File: src/rtl/a5_pkg.sv
// Shared definitions for the A5/1 keystream controller: FSM state encoding,
// Wishbone register offsets, LFSR geometry and default session lengths.
package a5_pkg;

  typedef enum logic [2:0] {
    ST_IDLE       = 3'd0,
    ST_LOAD_KEY   = 3'd1,
    ST_LOAD_FRAME = 3'd2,
    ST_MIX        = 3'd3,
    ST_RUN        = 3'd4,
    ST_DONE       = 3'd5
  } state_t;

  // Register offsets (address bits [7:0])
  localparam logic [7:0] ADR_KEY_LO = 8'h00;
  localparam logic [7:0] ADR_KEY_HI = 8'h04;
  localparam logic [7:0] ADR_FRAME  = 8'h08;
  localparam logic [7:0] ADR_CTRL   = 8'h0C;
  localparam logic [7:0] ADR_STATUS = 8'h10;
  localparam logic [7:0] ADR_DATA   = 8'h14;

  // LFSR geometry: lengths, feedback tap masks, clocking-bit positions
  localparam int unsigned R1_LEN = 19;
  localparam int unsigned R2_LEN = 22;
  localparam int unsigned R3_LEN = 23;

  localparam logic [R1_LEN-1:0] R1_TAPS = 19'h7_2000;   // 13,16,17,18
  localparam logic [R2_LEN-1:0] R2_TAPS = 22'h30_0000;  // 20,21
  localparam logic [R3_LEN-1:0] R3_TAPS = 23'h70_0080;  // 7,20,21,22

  localparam int unsigned R1_CLK = 8;
  localparam int unsigned R2_CLK = 10;
  localparam int unsigned R3_CLK = 10;

  localparam int unsigned DEF_MIX_CYCLES = 100;
  localparam int unsigned DEF_KS_BITS    = 228;

  localparam int unsigned KEY_BITS   = 64;
  localparam int unsigned FRAME_BITS = 22;
  localparam int unsigned WORD_W     = 32;
  localparam int unsigned CNT_W      = 16;

  // Majority of three bits
  function automatic logic maj3(input logic a, input logic b, input logic c);
    return (a & b) | (a & c) | (b & c);
  endfunction

endpackage

File: src/rtl/a5_maj_lfsr.sv
// One A5/1 shift register. Shifts left on step; new bit 0 is the XOR of the
// tapped bits and load_bit. clear zeroes the register (session start).
// Ports: clk, reset_n, clear, step, load_bit in; q (register), clk_bit out.
module a5_maj_lfsr #(
  parameter int unsigned     LEN     = 19,
  parameter logic [LEN-1:0]  TAPS    = '0,
  parameter int unsigned     CLK_BIT = 8
) (
  input  logic           clk,
  input  logic           reset_n,
  input  logic           clear,
  input  logic           step,
  input  logic           load_bit,
  output logic [LEN-1:0] q,
  output logic           clk_bit
);

  logic feedback;

  assign feedback = (^(q & TAPS)) ^ load_bit;
  assign clk_bit  = q[CLK_BIT];

  // Shift register state
  always_ff @(posedge clk or negedge reset_n) begin
    if (!reset_n) begin
      q <= '0;
    end else if (clear) begin
      q <= '0;
    end else if (step) begin
      q <= {q[LEN-2:0], feedback};
    end
  end

endmodule

File: src/rtl/a5_keystream_ctrl.sv
// A5/1 keystream generator behind a Wishbone slave. Software loads key and
// frame, writes START, and pops 32-bit keystream words from DATA. A full word
// that cannot be handed over (previous word unread) stalls generation.
// Ports: clk, reset_n; Wishbone slave wbs_stb_i/cyc_i/we_i/sel_i/adr_i/dat_i
// in, registered wbs_ack_o/wbs_dat_o out.
module a5_keystream_ctrl
  import a5_pkg::*;
#(
  parameter int unsigned MIX_CYCLES = DEF_MIX_CYCLES,
  parameter int unsigned KS_BITS    = DEF_KS_BITS
) (
  input  logic        clk,
  input  logic        reset_n,
  input  logic        wbs_stb_i,
  input  logic        wbs_cyc_i,
  input  logic        wbs_we_i,
  input  logic [3:0]  wbs_sel_i,
  input  logic [31:0] wbs_adr_i,
  input  logic [31:0] wbs_dat_i,
  output logic        wbs_ack_o,
  output logic [31:0] wbs_dat_o
);

  state_t state, state_nxt;

  logic [KEY_BITS-1:0]   key_q;
  logic [FRAME_BITS-1:0] frame_q;
  logic [CNT_W-1:0]      cnt, cnt_nxt;
  logic [CNT_W-1:0]      bit_cnt, bit_cnt_nxt, bit_inc;
  logic [WORD_W-1:0]     word_sr, word_sr_nxt, out_word, out_word_nxt, sr_shift;
  logic                  word_valid, word_valid_nxt, done, done_nxt;

  logic [R1_LEN-1:0] r1_q;
  logic [R2_LEN-1:0] r2_q;
  logic [R3_LEN-1:0] r3_q;
  logic c1, c2, c3, maj, ks_bit;
  logic lfsr_clear, load_bit, step1, step2, step3;
  logic last, word_full, stall;

  logic        access, wr_acc, rd_acc, start_req, abort_req, pop, busy;
  logic [7:0]  adr8;
  logic [31:0] rdata;
  logic        unused_sink;

  // Bus decode: a request is taken only while ack is low
  assign adr8      = wbs_adr_i[7:0];
  assign access    = wbs_stb_i & wbs_cyc_i & ~wbs_ack_o;
  assign wr_acc    = access & wbs_we_i;
  assign rd_acc    = access & ~wbs_we_i;
  assign abort_req = wr_acc & (adr8 == ADR_CTRL) & wbs_dat_i[1];
  assign start_req = wr_acc & (adr8 == ADR_CTRL) & wbs_dat_i[0] & ~wbs_dat_i[1];
  assign pop       = rd_acc & (adr8 == ADR_DATA) & word_valid;
  assign busy      = (state == ST_LOAD_KEY) | (state == ST_LOAD_FRAME) |
                     (state == ST_MIX) | (state == ST_RUN);

  assign unused_sink = ^{wbs_sel_i, wbs_adr_i[31:8], r1_q[R1_LEN-2:0],
                         r2_q[R2_LEN-2:0], r3_q[R3_LEN-2:0]};

  assign maj    = maj3(c1, c2, c3);
  assign ks_bit = r1_q[R1_LEN-1] ^ r2_q[R2_LEN-1] ^ r3_q[R3_LEN-1];

  a5_maj_lfsr #(.LEN(R1_LEN), .TAPS(R1_TAPS), .CLK_BIT(R1_CLK)) u_r1 (
    .clk(clk), .reset_n(reset_n), .clear(lfsr_clear), .step(step1),
    .load_bit(load_bit), .q(r1_q), .clk_bit(c1));

  a5_maj_lfsr #(.LEN(R2_LEN), .TAPS(R2_TAPS), .CLK_BIT(R2_CLK)) u_r2 (
    .clk(clk), .reset_n(reset_n), .clear(lfsr_clear), .step(step2),
    .load_bit(load_bit), .q(r2_q), .clk_bit(c2));

  a5_maj_lfsr #(.LEN(R3_LEN), .TAPS(R3_TAPS), .CLK_BIT(R3_CLK)) u_r3 (
    .clk(clk), .reset_n(reset_n), .clear(lfsr_clear), .step(step3),
    .load_bit(load_bit), .q(r3_q), .clk_bit(c3));

  // State register
  always_ff @(posedge clk or negedge reset_n) begin
    if (!reset_n) state <= ST_IDLE;
    else          state <= state_nxt;
  end

  // Next state, LFSR control and keystream datapath next values
  always_comb begin
    state_nxt      = state;
    cnt_nxt        = cnt;
    bit_cnt_nxt    = bit_cnt;
    word_sr_nxt    = word_sr;
    out_word_nxt   = out_word;
    word_valid_nxt = word_valid & ~pop;
    done_nxt       = done;
    lfsr_clear     = 1'b0;
    load_bit       = 1'b0;
    step1          = 1'b0;
    step2          = 1'b0;
    step3          = 1'b0;
    bit_inc        = bit_cnt + CNT_W'(1);
    sr_shift       = {word_sr[WORD_W-2:0], ks_bit};
    last           = (bit_inc == CNT_W'(KS_BITS));
    word_full      = (bit_inc[4:0] == 5'd0) | last;
    // A completed word needs out_word free, or freed by a pop this cycle
    stall          = word_full & word_valid & ~pop;

    if (abort_req) begin
      state_nxt      = ST_IDLE;
      cnt_nxt        = '0;
      bit_cnt_nxt    = '0;
      word_sr_nxt    = '0;
      word_valid_nxt = 1'b0;
      done_nxt       = 1'b0;
    end else begin
      case (state)
        ST_IDLE, ST_DONE: begin
          if (start_req) begin
            state_nxt   = ST_LOAD_KEY;
            lfsr_clear  = 1'b1;
            cnt_nxt     = '0;
            bit_cnt_nxt = '0;
            word_sr_nxt = '0;
            done_nxt    = 1'b0;
          end
        end
        ST_LOAD_KEY: begin
          load_bit = key_q[cnt[5:0]];
          step1 = 1'b1;
          step2 = 1'b1;
          step3 = 1'b1;
          cnt_nxt = cnt + CNT_W'(1);
          if (cnt == CNT_W'(KEY_BITS - 1)) begin
            cnt_nxt   = '0;
            state_nxt = ST_LOAD_FRAME;
          end
        end
        ST_LOAD_FRAME: begin
          load_bit = frame_q[cnt[4:0]];
          step1 = 1'b1;
          step2 = 1'b1;
          step3 = 1'b1;
          cnt_nxt = cnt + CNT_W'(1);
          if (cnt == CNT_W'(FRAME_BITS - 1)) begin
            cnt_nxt   = '0;
            state_nxt = ST_MIX;
          end
        end
        ST_MIX: begin
          step1 = (c1 == maj);
          step2 = (c2 == maj);
          step3 = (c3 == maj);
          cnt_nxt = cnt + CNT_W'(1);
          if (cnt == CNT_W'(MIX_CYCLES - 1)) begin
            cnt_nxt   = '0;
            state_nxt = ST_RUN;
          end
        end
        ST_RUN: begin
          if (!stall) begin
            step1 = (c1 == maj);
            step2 = (c2 == maj);
            step3 = (c3 == maj);
            bit_cnt_nxt = bit_inc;
            if (word_full) begin
              out_word_nxt   = sr_shift;
              word_valid_nxt = 1'b1;
              word_sr_nxt    = '0;
            end else begin
              word_sr_nxt = sr_shift;
            end
            if (last) begin
              state_nxt = ST_DONE;
              done_nxt  = 1'b1;
            end
          end
        end
        default: state_nxt = ST_IDLE;
      endcase
    end
  end

  // Keystream datapath registers
  always_ff @(posedge clk or negedge reset_n) begin
    if (!reset_n) begin
      cnt        <= '0;
      bit_cnt    <= '0;
      word_sr    <= '0;
      out_word   <= '0;
      word_valid <= 1'b0;
      done       <= 1'b0;
    end else begin
      cnt        <= cnt_nxt;
      bit_cnt    <= bit_cnt_nxt;
      word_sr    <= word_sr_nxt;
      out_word   <= out_word_nxt;
      word_valid <= word_valid_nxt;
      done       <= done_nxt;
    end
  end

  // Key and frame registers, writable only when no session is in progress
  always_ff @(posedge clk or negedge reset_n) begin
    if (!reset_n) begin
      key_q   <= '0;
      frame_q <= '0;
    end else if (wr_acc && !busy) begin
      if (adr8 == ADR_KEY_LO) key_q[31:0]  <= wbs_dat_i;
      if (adr8 == ADR_KEY_HI) key_q[63:32] <= wbs_dat_i;
      if (adr8 == ADR_FRAME)  frame_q      <= wbs_dat_i[FRAME_BITS-1:0];
    end
  end

  // Read mux
  always_comb begin
    rdata = '0;
    case (adr8)
      ADR_STATUS: rdata = {29'd0, word_valid, done, busy};
      ADR_DATA:   rdata = word_valid ? out_word : 32'd0;
      default:    rdata = '0;
    endcase
  end

  // Registered single-cycle acknowledge; data is zero whenever ack is low
  always_ff @(posedge clk or negedge reset_n) begin
    if (!reset_n) begin
      wbs_ack_o <= 1'b0;
      wbs_dat_o <= '0;
    end else begin
      wbs_ack_o <= access;
      wbs_dat_o <= rd_acc ? rdata : 32'd0;
    end
  end

endmodule

File: config.mk
export PLATFORM = sky130hd
export DESIGN_NAME = a5_keystream_ctrl
export DESIGN_NICKNAME = d
export VERILOG_FILES = /design/src/rtl/a5_pkg.sv /design/src/rtl/a5_maj_lfsr.sv /design/src/rtl/a5_keystream_ctrl.sv
export SDC_FILE = /design/constraint.sdc
export NUM_CORES = 1
export LEC_CHECK = 0
export CAP_MARGIN = 10
export CORE_UTILIZATION = 63
export DETAILED_ROUTE_END_ITERATION = 6
export GPL_TIMING_DRIVEN = 1
export HOLD_SLACK_MARGIN = 0.1
export PLACE_DENSITY = 0.86
export SLEW_MARGIN = 25
export SYNTH_ARGS = -nofsm -noshare
export SYNTH_HDL_FRONTEND = slang
export SYNTH_SLANG_ARGS = --single-unit
File: constraint.sdc
create_clock -name clk -period 7.4 [get_ports clk]
set_input_delay 1.85 -clock clk [delete_from_list [all_inputs] [get_ports clk]]
set_output_delay 1.85 -clock clk [all_outputs]
set_load 0.005 [all_outputs]
==> results of run 1 <==
## worst min path at each step
stage                     cells past startpoint                      from  slack (ns)                       to
after floorplan                               1  out_word[10]$_DFFE_PN0P_        0.45  wbs_dat_o[10]$_DFF_PN0_
after global placement                        1  out_word[29]$_DFFE_PN0P_        0.46  wbs_dat_o[29]$_DFF_PN0_
after detailed placement                      1  out_word[30]$_DFFE_PN0P_        0.46  wbs_dat_o[30]$_DFF_PN0_
after CTS                                     1  out_word[30]$_DFFE_PN0P_        0.48  wbs_dat_o[30]$_DFF_PN0_
after global routing                          1  out_word[22]$_DFFE_PN0P_        0.51  wbs_dat_o[22]$_DFF_PN0_
final                                         1  out_word[30]$_DFFE_PN0P_        0.48  wbs_dat_o[30]$_DFF_PN0_
## layout make-up
type | instances | area [um2]
flip-flops and latches | 283 | 7080
well taps | 265 | 332
diodes | 2 | 5.00
clock buffers | 37 | 786
repair buffers | 87 | 883
multi-input cells | 644 | 5170
fillers | 1242 | 5000
clock inverters | 15 | 176
inverters | 76 | 285
## sequential cells by signal, summed over array words and instances, names as in the netlist
name	count
bit_cnt	16
cnt	16
done	1
frame_q	22
key_q	64
out_word	32
state	3
u_r1.q	19
u_r2.q	22
u_r3.q	23
wbs_ack_o	1
wbs_dat_o	32
word_sr	31
word_valid	1
## cell usage in the layout, fill, tap and decap left out, drive strengths merged, types with 4 or more instances in the layout
cell,synthesis,final
xor2,10,10
o21ai,32,32
clkinv,0,6
clkbuf,29,37
and3,9,9
o31ai,7,7
mux2i,74,74
or3,6,6
and4,4,4
a21oi,15,15
nor2,44,44
or4,6,6
nand2b,6,6
xnor2,13,13
nand3b,6,6
nor2b,9,9
nand2,98,98
a22o,31,31
and2,33,33
clkinvlp,0,6
mux2,122,122
mux4,19,19
a22oi,4,4
o211ai,5,5
buf,29,11
nand4,10,10
nand3,24,24
ha,4,4
clkdlybuf4s50,0,76
nor3,13,13
dfrtp,283,283
a31oi,4,4
inv,76,76
## cells in the mapped netlist, types with 5 or more instances
cell	count	area, um2
nor2_1	44	165
o21ai_0	27	135
nor2b_1	9	56.3
and3_1	9	56.3
nand3b_1	6	45.0
buf_6	6	67.6
or4_1	5	37.5
o211ai_1	5	37.5
mux2_2	122	1370
inv_1	75	282
nand2b_1	6	37.5
o31ai_1	6	45.0
nor3_1	11	55.1
nand3_1	23	115
dfrtp_1	283	7080
or3_1	6	37.5
buf_2	16	80.1
a21oi_1	15	75.1
nand2_1	98	368
xnor2_1	13	114
and2_1	32	200
nand4_1	9	56.3
mux4_2	19	428
xor2_1	10	87.6
mux2i_1	74	741
clkbuf_1	29	109
a22o_1	31	272
## metrics by stage
step	std cells	hold WS, ns	power, mW	setup WS (ns)
final	1409	0.477	4.49	2.46
after global routing	1409	0.509	4.72	2.28
after CTS	1406	0.477	4.52	2.55
after detailed placement	1354	0.463	3.05	2.01
after global placement	1354	0.459	3.00	2.16
after floorplan	1061	0.449	2.84	3.31
## cell families (layout without fill, tap and decap cells)
group,count (synthesis),count (layout),synth area share
xor gates and xnor gates,23,23,0.0157
DFF,283,283,0.553
AOI/OAI and AO/OA,120,120,0.0705
muxes,215,215,0.199
and+or+nand+nor,281,281,0.112
other,0,2,0
adders and majority gates,5,5,0.00469
buffers and inverters,134,215,0.0452
## layer usage
| metal | part of all wire | global-route usage | up-vias |
|---|---|---|---|
| met5 | 0.00053 | 0 | - |
| met4 | 0.025 | 0.0820 | 2 |
| met2 | 0.49 | 0.403 | 197 |
| li1 | - | - | 3819 |
| met3 | 0.042 | 0.0341 | 50 |
| met1 | 0.44 | 0.351 | 4139 |
## power by group through the flow
stage | clock network, mW | registers [mW] | logic, mW
2_1_floorplan | 0 | 1.82 | 1.02
3_3_place_gp | 0 | 1.88 | 1.12
3_5_place_dp | 0 | 1.89 | 1.16
4_1_cts | 1.48 | 1.86 | 1.17
5_1_grt | 1.54 | 1.89 | 1.29
6_report | 1.46 | 1.87 | 1.17
==> results.tsv, run 1 <==
metric	value	unit
final.min_clock_period	4.94	ns
postSynthCellCount	1061	
grt_max_degree	181	
antenna_found_initial	3	
powerDensity	305	nW/um2
synth_cell_types	68	
ctsHoldBuffers	0	
min_period_over_period	0.668	
post_cts_buffers	0	
io_pins	106	
p_seq_frac	0.416	
drive_above_1_share	0.195	
globalplace.congestion	0.846	
cts_root_buf	clkbuf_16	
start_util	0.649	
final_core_util	0.746	
ant_nets	0	
yosysSeqAreaShare	0.553	
clock.fmax	0.202	GHz
portBuffers	77	
cts.repair.resized	0	
clk_latency	0.55	ns
clkPwrFrac	0.325	
crit_type	input pin to register	
vias_per_cell	5.82	
rsz0062_at_grt	false	
setup_viol	0	
core_region_area	19700	um2
clock_sinks	283	
syn-num-nets	1138	
cp_data_required_time	7.83	ns
worstReg2RegStart	bit_cnt[2]$_DFFE_PN0P_	
dieArea	20900	um2
finalHoldViolCount	0	
die_h	145	um
arrival	5.38	ns
start_kind	input pin	
reg2reg_depth	8	
ys.flop_type	dfrtp_1	
worst_path_max_delay_cell	a31o_2	
yosysWarnings	0	
htree_num_levels	1	
grt_pass1_wl	41.3	mm
drv_slew	0	
endpoint	bit_cnt[5]$_DFFE_PN0P_	
nets	1197	
p_int	3.08	mW
dp_hpwl	15.1	mm
syn-cell-area	12800	um2
r2r_slack	3.74	ns
clkTransAtPathRegs	0.06	ns
drtIter0Drc	568	
drv_cap	0	
dr_total_vias	8207	
worst_pin_slew	0.987	ns
cts_buffers	28	
path_buf_inv	1	
wl_per_cell	17.4	um
routed_wirelength	24.5	mm
critPathLaunch	wbs_adr_i[1]	
synth_edf_count	0	
die_w	145	um
fin_area	14700	um2
track_usage	0.249	
critPathMaxStageDelay	0.80	ns
place_area	13700	um2
combPwrFrac	0.260	
fin_skew	0.0214	ns
async_flop_share	1.00	
timing.rr.end	bit_cnt[13]$_DFFE_PN0P_	
drc	0	
power.switching	1.41	mW
ir_drop	214	uV
grt-ovfl-total	0	
crit_family	compound AO/OA/AOI/OAI gates	
crit_chain	clkdlybuf4s50_1 -> or3b_1 -> nor4_2 -> and4_1 -> maj3_1 -> a21oi_1 -> a31o_2 -> o21ai_0 -> o31ai_1	
status	finished clean	
slew_headroom	0.337	
grt_pass1_vias	8262	
hold_path_class	register to register	
setup_tns	0	ns
swShare	0.313	
ctsLongestPathBuffers	3	
cp-end-kind	register	
crit_path_max_fanout	40	
ys_ff_latch	283	
leakage	6.98	nW
num_rows	51	
dr.pass1.iters	5	
worst-path-stages	9	
synthToLayoutAreaGrowth	15.0	%
cts_tree	yes	
postSynthAreaPerCell	12.1	um2
Note: power is estimated with default switching activity, not from simulation.
==> inputs of run 2 (changes only) <==
--- a/config.mk
+++ b/config.mk
@@ -6,11 +6,11 @@
 export NUM_CORES = 1
 export LEC_CHECK = 0
 export CAP_MARGIN = 10
-export CORE_UTILIZATION = 63
+export CORE_UTILIZATION = 58
 export DETAILED_ROUTE_END_ITERATION = 6
 export GPL_TIMING_DRIVEN = 1
 export HOLD_SLACK_MARGIN = 0.1
-export PLACE_DENSITY = 0.86
+export PLACE_DENSITY = 0.8
 export SLEW_MARGIN = 25
 export SYNTH_ARGS = -nofsm -noshare
 export SYNTH_HDL_FRONTEND = slang
==> constraint.sdc (replaced) <==
create_clock -name clk -period 4.7 [get_ports clk]
set_input_delay 1.175 -clock clk [delete_from_list [all_inputs] [get_ports clk]]
set_output_delay 1.175 -clock clk [all_outputs]
set_load 0.005 [all_outputs]
==> run 2 against run 1 <==
- final cell count grew 1.3%
- global-route usage fell by 2.5 points
- cell area up 1.2%
- via count down 0.97%
- hold slack got worse by 0.0040 ns
==> results.tsv, run 2 (synthesis gave the netlist of run 1 again) <==
metric	value	unit	change
status	finished clean		
fin_skew	0.0179	ns	-0.00352 ns
wl_per_cell	17.0	um	-2.3%
cts_tree	yes		
track_usage	0.224		-0.0251
cts.repair.resized	0		unchanged
grt_pass1_wl	40.8	mm	-1.2%
cts_buffers	29		+3.6%
vias_per_cell	5.69		-2.3%
finalHoldViolCount	0		unchanged
p_seq_frac	0.405		-0.011
start_kind	input pin		
core_region_area	21400	um2	+8.3%
drtIter0Drc	574		+1.1%
num_rows	53		+3.9%
clock_sinks	283		unchanged
cp-end-kind	register		
grt_max_degree	126		-30%
powerDensity	491	nW/um2	+61%
post_cts_buffers	0		unchanged
ir_drop	349	uV	+63%
antenna_found_initial	3		unchanged
io_pins	106		unchanged
crit_type	input pin to register		
ant_nets	0		unchanged
drc	0		unchanged
clock.fmax	0.263	GHz	
grt-ovfl-total	0		unchanged
slew_headroom	0.374		+0.0370
top_register	key_q		
crit_chain	clkdlybuf4s50_1 -> or3b_1 -> nor4_2 -> and4_1 -> nor2_1 -> and3_1 -> a31o_2 -> a211o_1		
drive_above_1_share	0.202		+0.00647
worst_path_max_delay_cell	clkdlybuf4s50_1		
combPwrFrac	0.251		-0.009
hold_slack	0.473	ns	-0.00396 ns
total_power	7.31	mW	+63%
critPathMaxStageDelay	0.57	ns	-0.23 ns
dr_total_vias	8127		-0.97%
drv_cap	0		unchanged
crit_path_max_fanout	40		unchanged
dieArea	22700	um2	+8.5%
worst_pin_slew	0.935	ns	-0.0525 ns
grt_pass1_vias	8131		-1.6%
ctsHoldBuffers	0		unchanged
mostFrequentLayoutCells	283 x dfrtp_1, 122 x mux2_2, 97 x nand2_1		
rsz0062_at_grt	false		
clk_latency	0.55	ns	about the same
htree_num_levels	1		unchanged
die_h	151	um	+4.2%
cp_data_required_time	5.14	ns	-2.69 ns
clkTransAtPathRegs	0.06	ns	about the same
globalplace.congestion	0.825		-2.4%
ctsLongestPathBuffers	3		unchanged
portBuffers	77		unchanged
routed_wirelength	24.3	mm	-1.0%
leakage	7.08	nW	+1.4%
min_period_over_period	0.810		
crit_family	simple AND/OR/NAND/NOR gates		
die_w	151	um	+4.2%
dr.pass1.iters	5		unchanged
setup_viol	0		unchanged
drv_slew	0		unchanged
p_int	5.11	mW	+66%
start_util	0.600		-0.0497
largest_reg_flops	64		unchanged
clkPwrFrac	0.343		+0.018
hold_path_class	register to register		
reg.largest.list	key_q: 64 flops, out_word: 32 flops, wbs_dat_o: 32 flops		
nets	1207		+0.84%
dp_hpwl	15.5	mm	+2.8%
arrival	4.24	ns	-1.14 ns
path_buf_inv	1		unchanged
synthToLayoutAreaGrowth	16.3	%	
cts_root_buf	clkbuf_16		
layout_commonest_cell	dfrtp_1		
final.min_clock_period	3.81	ns	
power.switching	2.20	mW	+56%
setup_tns	0	ns	unchanged
swShare	0.301		-0.0125
-- run 2: cell types whose count changed in the layout (fill, tap and decap cells not counted), moves of 2 or more --
cell,delta
clkinv_4,-3
clkbuf_1,-2
clkinvlp_4,-6
buf_4,+9
clkbuf_8,+5
bufinv_16,+3
-- run 2: final timing paths --
path / startpoint / end / slack (ns) / cells past startpoint
max reg2reg: bit_cnt[2]$_DFFE_PN0P_ / u_r2.q[13]$_DFFE_PN0P_ / 1.14 / 8
max in group asynchronous: reset_n / key_q[15]$_DFFE_PN0P_ / 3.03 / 2
max: wbs_adr_i[2] / bit_cnt[6]$_DFFE_PN0P_ / 0.89 / 8
min in group asynchronous: reset_n / wbs_dat_o[29]$_DFF_PN0_ / 0.69 / 1
min: out_word[19]$_DFFE_PN0P_ / wbs_dat_o[19]$_DFF_PN0_ / 0.47 / 1
min reg2reg: out_word[19]$_DFFE_PN0P_ / wbs_dat_o[19]$_DFF_PN0_ / 0.47 / 1
-- run 2: through the flow --
step	setup WS (ns)	area (um2)	util	std cells
after floorplan	1.28	12800	-	1061
after global routing	0.679	14900	0.697	1427
after global placement	0.400	13800	0.647	1374
after detailed placement	0.390	13800	0.647	1374
final	0.894	14900	0.697	1428
after CTS	0.946	14900	0.697	1425
-- run 2: layout make-up --
class | instances | area, um2
fillers | 1470 | 6470
clock inverters | 11 | 220
diodes | 3 | 7.51
repair buffers | 96 | 943
multi-input cells | 644 | 5160
inverters | 76 | 285
well taps | 275 | 344
flip-flops and latches | 283 | 7080
clock buffers | 40 | 847
-- run 2: power by group through the flow --
stage	Clock [mW]	Sequential [mW]	Combinational, mW
global route	2.66	3.00	2.03
finish	2.51	2.96	1.84
detailed placement	0	3.00	1.84
CTS	2.55	2.96	1.86
global placement	0	2.99	1.78
floorplan	0	2.87	1.60
-- run 2: worst reg2reg max path, stage by stage (launching register included) --
cell and delay [ns]:
dfrtp_1 0.57, nand3_2 0.23, or4_4 0.61, mux2i_1 0.14
nor3_1 0.43, a41oi_2 0.31, o31ai_4 0.52, o21ai_4 0.33
mux2i_1 0.31
-- run 2: per-layer routing --
layer	up-vias	GRT usage	routed length [um]
met5	-	0	0
met4	0	0.0585	387
met3	30	0.0297	950
met2	155	0.365	11700
met1	4105	0.319	11300
li1	3837	-	-
==> inputs of run 3 (changes only) <==
--- a/config.mk
+++ b/config.mk
@@ -6,11 +6,11 @@
 export NUM_CORES = 1
 export LEC_CHECK = 0
 export CAP_MARGIN = 10
-export CORE_UTILIZATION = 58
+export CORE_UTILIZATION = 53
 export DETAILED_ROUTE_END_ITERATION = 6
 export GPL_TIMING_DRIVEN = 1
 export HOLD_SLACK_MARGIN = 0.1
-export PLACE_DENSITY = 0.8
+export PLACE_DENSITY = 0.77
 export SLEW_MARGIN = 25
 export SYNTH_ARGS = -nofsm -noshare
 export SYNTH_HDL_FRONTEND = slang
==> constraint.sdc (replaced) <==
create_clock -name clk -period 3.05 [get_ports clk]
set_input_delay 0.7625 -clock clk [delete_from_list [all_inputs] [get_ports clk]]
set_output_delay 0.7625 -clock clk [all_outputs]
set_load 0.005 [all_outputs]
==> run 3 against run 2 <==
- sequential share of layout area shrank 2.3 points
- critical path depth grew 1
- total power is 61% higher
- hold slack worse by 0.29 ns
- routed wire length grew 8.6%
- first-iteration DRC count is 7.5% lower
- clock power increased by 51%
- flip-flop and latch count unchanged
- cell area up 5.1%
- setup slack got worse by 0.81 ns
- utilization decreased by 3.5 points
- non-clock buffer count increased by 73
- critical endpoint is now word_sr[3]$_DFFE_PN0P_
- largest power group unchanged
==> results.tsv, run 3 (synthesis gave the netlist of run 1 again) <==
metric	value	unit	change
dp_hpwl	17.2	mm	+11%
drc	0		unchanged
cp_data_required_time	3.49	ns	-1.65 ns
die_h	157	um	+4.5%
htree_num_levels	1		unchanged
core_region_area	23600	um2	+11%
final.min_clock_period	2.96	ns	
arrival	3.40	ns	-0.84 ns
leakage	7.48	nW	+5.6%
reg.largest.list	key_q: 64 flops, out_word: 32 flops, wbs_dat_o: 32 flops		
die_w	157	um	+4.5%
setup_viol	0		unchanged
io_pins	106		unchanged
start_util	0.542		-0.0574
cp-end-kind	register		
crit_path_max_fanout	31		-23%
ant_nets	0		unchanged
min_period_over_period	0.971		
slew_headroom	0.512		+0.138
antenna_found_initial	0		-3
status	finished clean		
globalplace.congestion	0.845		+2.3%
vias_per_cell	5.49		-3.5%
drive_above_1_share	0.253		+0.0515
drv_slew	0		unchanged
total_power	11.8	mW	+61%
synthToLayoutAreaGrowth	22.2	%	
ir_drop	507	uV	+45%
n_antenna_cell	0		-3
setup_tns	0	ns	unchanged
routed_wirelength	26.3	mm	+8.6%
dieArea	24800	um2	+9.3%
largest_reg_flops	64		unchanged
ctsHoldBuffers	0		unchanged
num_rows	56		+5.7%
final_core_util	0.662		-0.0347
clock_sinks	283		unchanged
dr.pass1.iters	5		unchanged
start_kind	input pin		
portBuffers	77		unchanged
top_register	key_q		
powerDensity	751	nW/um2	+53%
finalHoldViolCount	0		unchanged
clkTransAtPathRegs	0.06	ns	about the same
drv_cap	0		unchanged
ctsLongestPathBuffers	3		unchanged
nets	1281		+6.1%
clock.fmax	0.338	GHz	
drtIter0Drc	531		-7.5%
layout_commonest_cell	dfrtp_1		
cts_buffers	29		unchanged
dp.cells	1489		+8.4%
worst_pin_slew	0.732	ns	-0.203 ns
grt_pass1_vias	8857		+8.9%
grt-ovfl-total	0		unchanged
mostFrequentLayoutCells	283 x dfrtp_1, 122 x mux2_2, 97 x nand2_1		
cts_root_buf	clkbuf_16		
hold_path_class	input pin to async pin		
grt_max_degree	73		-42%
dr_total_vias	8477		+4.3%
hold_slack	0.184	ns	-0.289 ns
layoutNonFillerInstCount	1543		+8.1%
cts_tree	yes		
track_usage	0.224		-0.000449
wl_per_cell	17.1	um	+0.48%
clk_latency	0.55	ns	about the same
fin_skew	0.0169	ns	-0.00103 ns
num-fill-cells	1681		+14%
grt_pass1_wl	44.2	mm	+8.4%
crit_type	input pin to register		
[run 3: cell types whose count changed in the layout (fill, tap and decap cells not counted), moves of 2 or more]
cell	previous run	this run
clkinv_2	4	7
buf_12	2	15
clkinvlp_4	0	2
clkbuf_1	3	0
diode_2	3	0
clkbuf_8	8	6
buf_4	17	77
[run 3: critical path, stage by stage]
cell	delay (ns)
clkdlybuf4s50_1	0.50
or3b_1	0.48
nor4_4	0.35
and4_1	0.25
nor2_1	0.06
and3_1	0.26
a31o_2	0.32
buf_12	0.20
a22o_1	0.20
[run 3: worst paths after layout]
check | cells past startpoint | to | slack (ns) | startpoint
setup / recovery | 9 | word_sr[3]$_DFFE_PN0P_ | 0.09 | wbs_adr_i[2]
hold / removal | 1 | u_r3.q[4]$_DFFE_PN0P_ | 0.18 | reset_n
setup reg to reg | 10 | out_word[17]$_DFFE_PN0P_ | 0.17 | bit_cnt[6]$_DFFE_PN0P_
hold reg to reg | 1 | wbs_dat_o[30]$_DFF_PN0_ | 0.48 | out_word[30]$_DFFE_PN0P_
max in group asynchronous | 2 | key_q[39]$_DFFE_PN0P_ | 2.16 | reset_n
min in group clk | 1 | wbs_dat_o[30]$_DFF_PN0_ | 0.48 | out_word[30]$_DFFE_PN0P_
[run 3: layout make-up]
cell class                 count  area (um2)  area share
multi-input combinational    645        5180       0.331
tap                          319         399      0.0255
clock inverter                16         229      0.0146
inverter                      76         285      0.0182
sequential                   283        7080       0.453
timing repair buffer         169        1650       0.106
clock buffer                  35         808      0.0517
[run 3: timing repair]
action,in CTS,in global routing
pin swaps,1,1
gates resized for setup,0,4
endpoints found under the setup margin,13,128
endpoints found under the hold margin,0,0
buffers inserted,0,2
gates cloned,1,0
[run 3: through the flow]
step | area, um2 | worst slack (ns)
after floorplan | 12800 | 0.0451
after global placement | 14600 | -0.406
after detailed placement | 14600 | -0.494
after CTS | 15600 | 0.0607
after global routing | 15600 | -0.00762
final | 15600 | 0.0881
[run 3: layer usage]
layer / wire length, um / GRT usage
met4: 460 / 0.0541
met3: 974 / 0.0333
met5: 0 / 0
met1: 11800 / 0.298
met2: 13100 / 0.385
[run 3: power by group]
part           switching (mW)  internal (mW)
clock network            1.47           2.31
logic                    1.79           1.67
registers               0.352           4.17
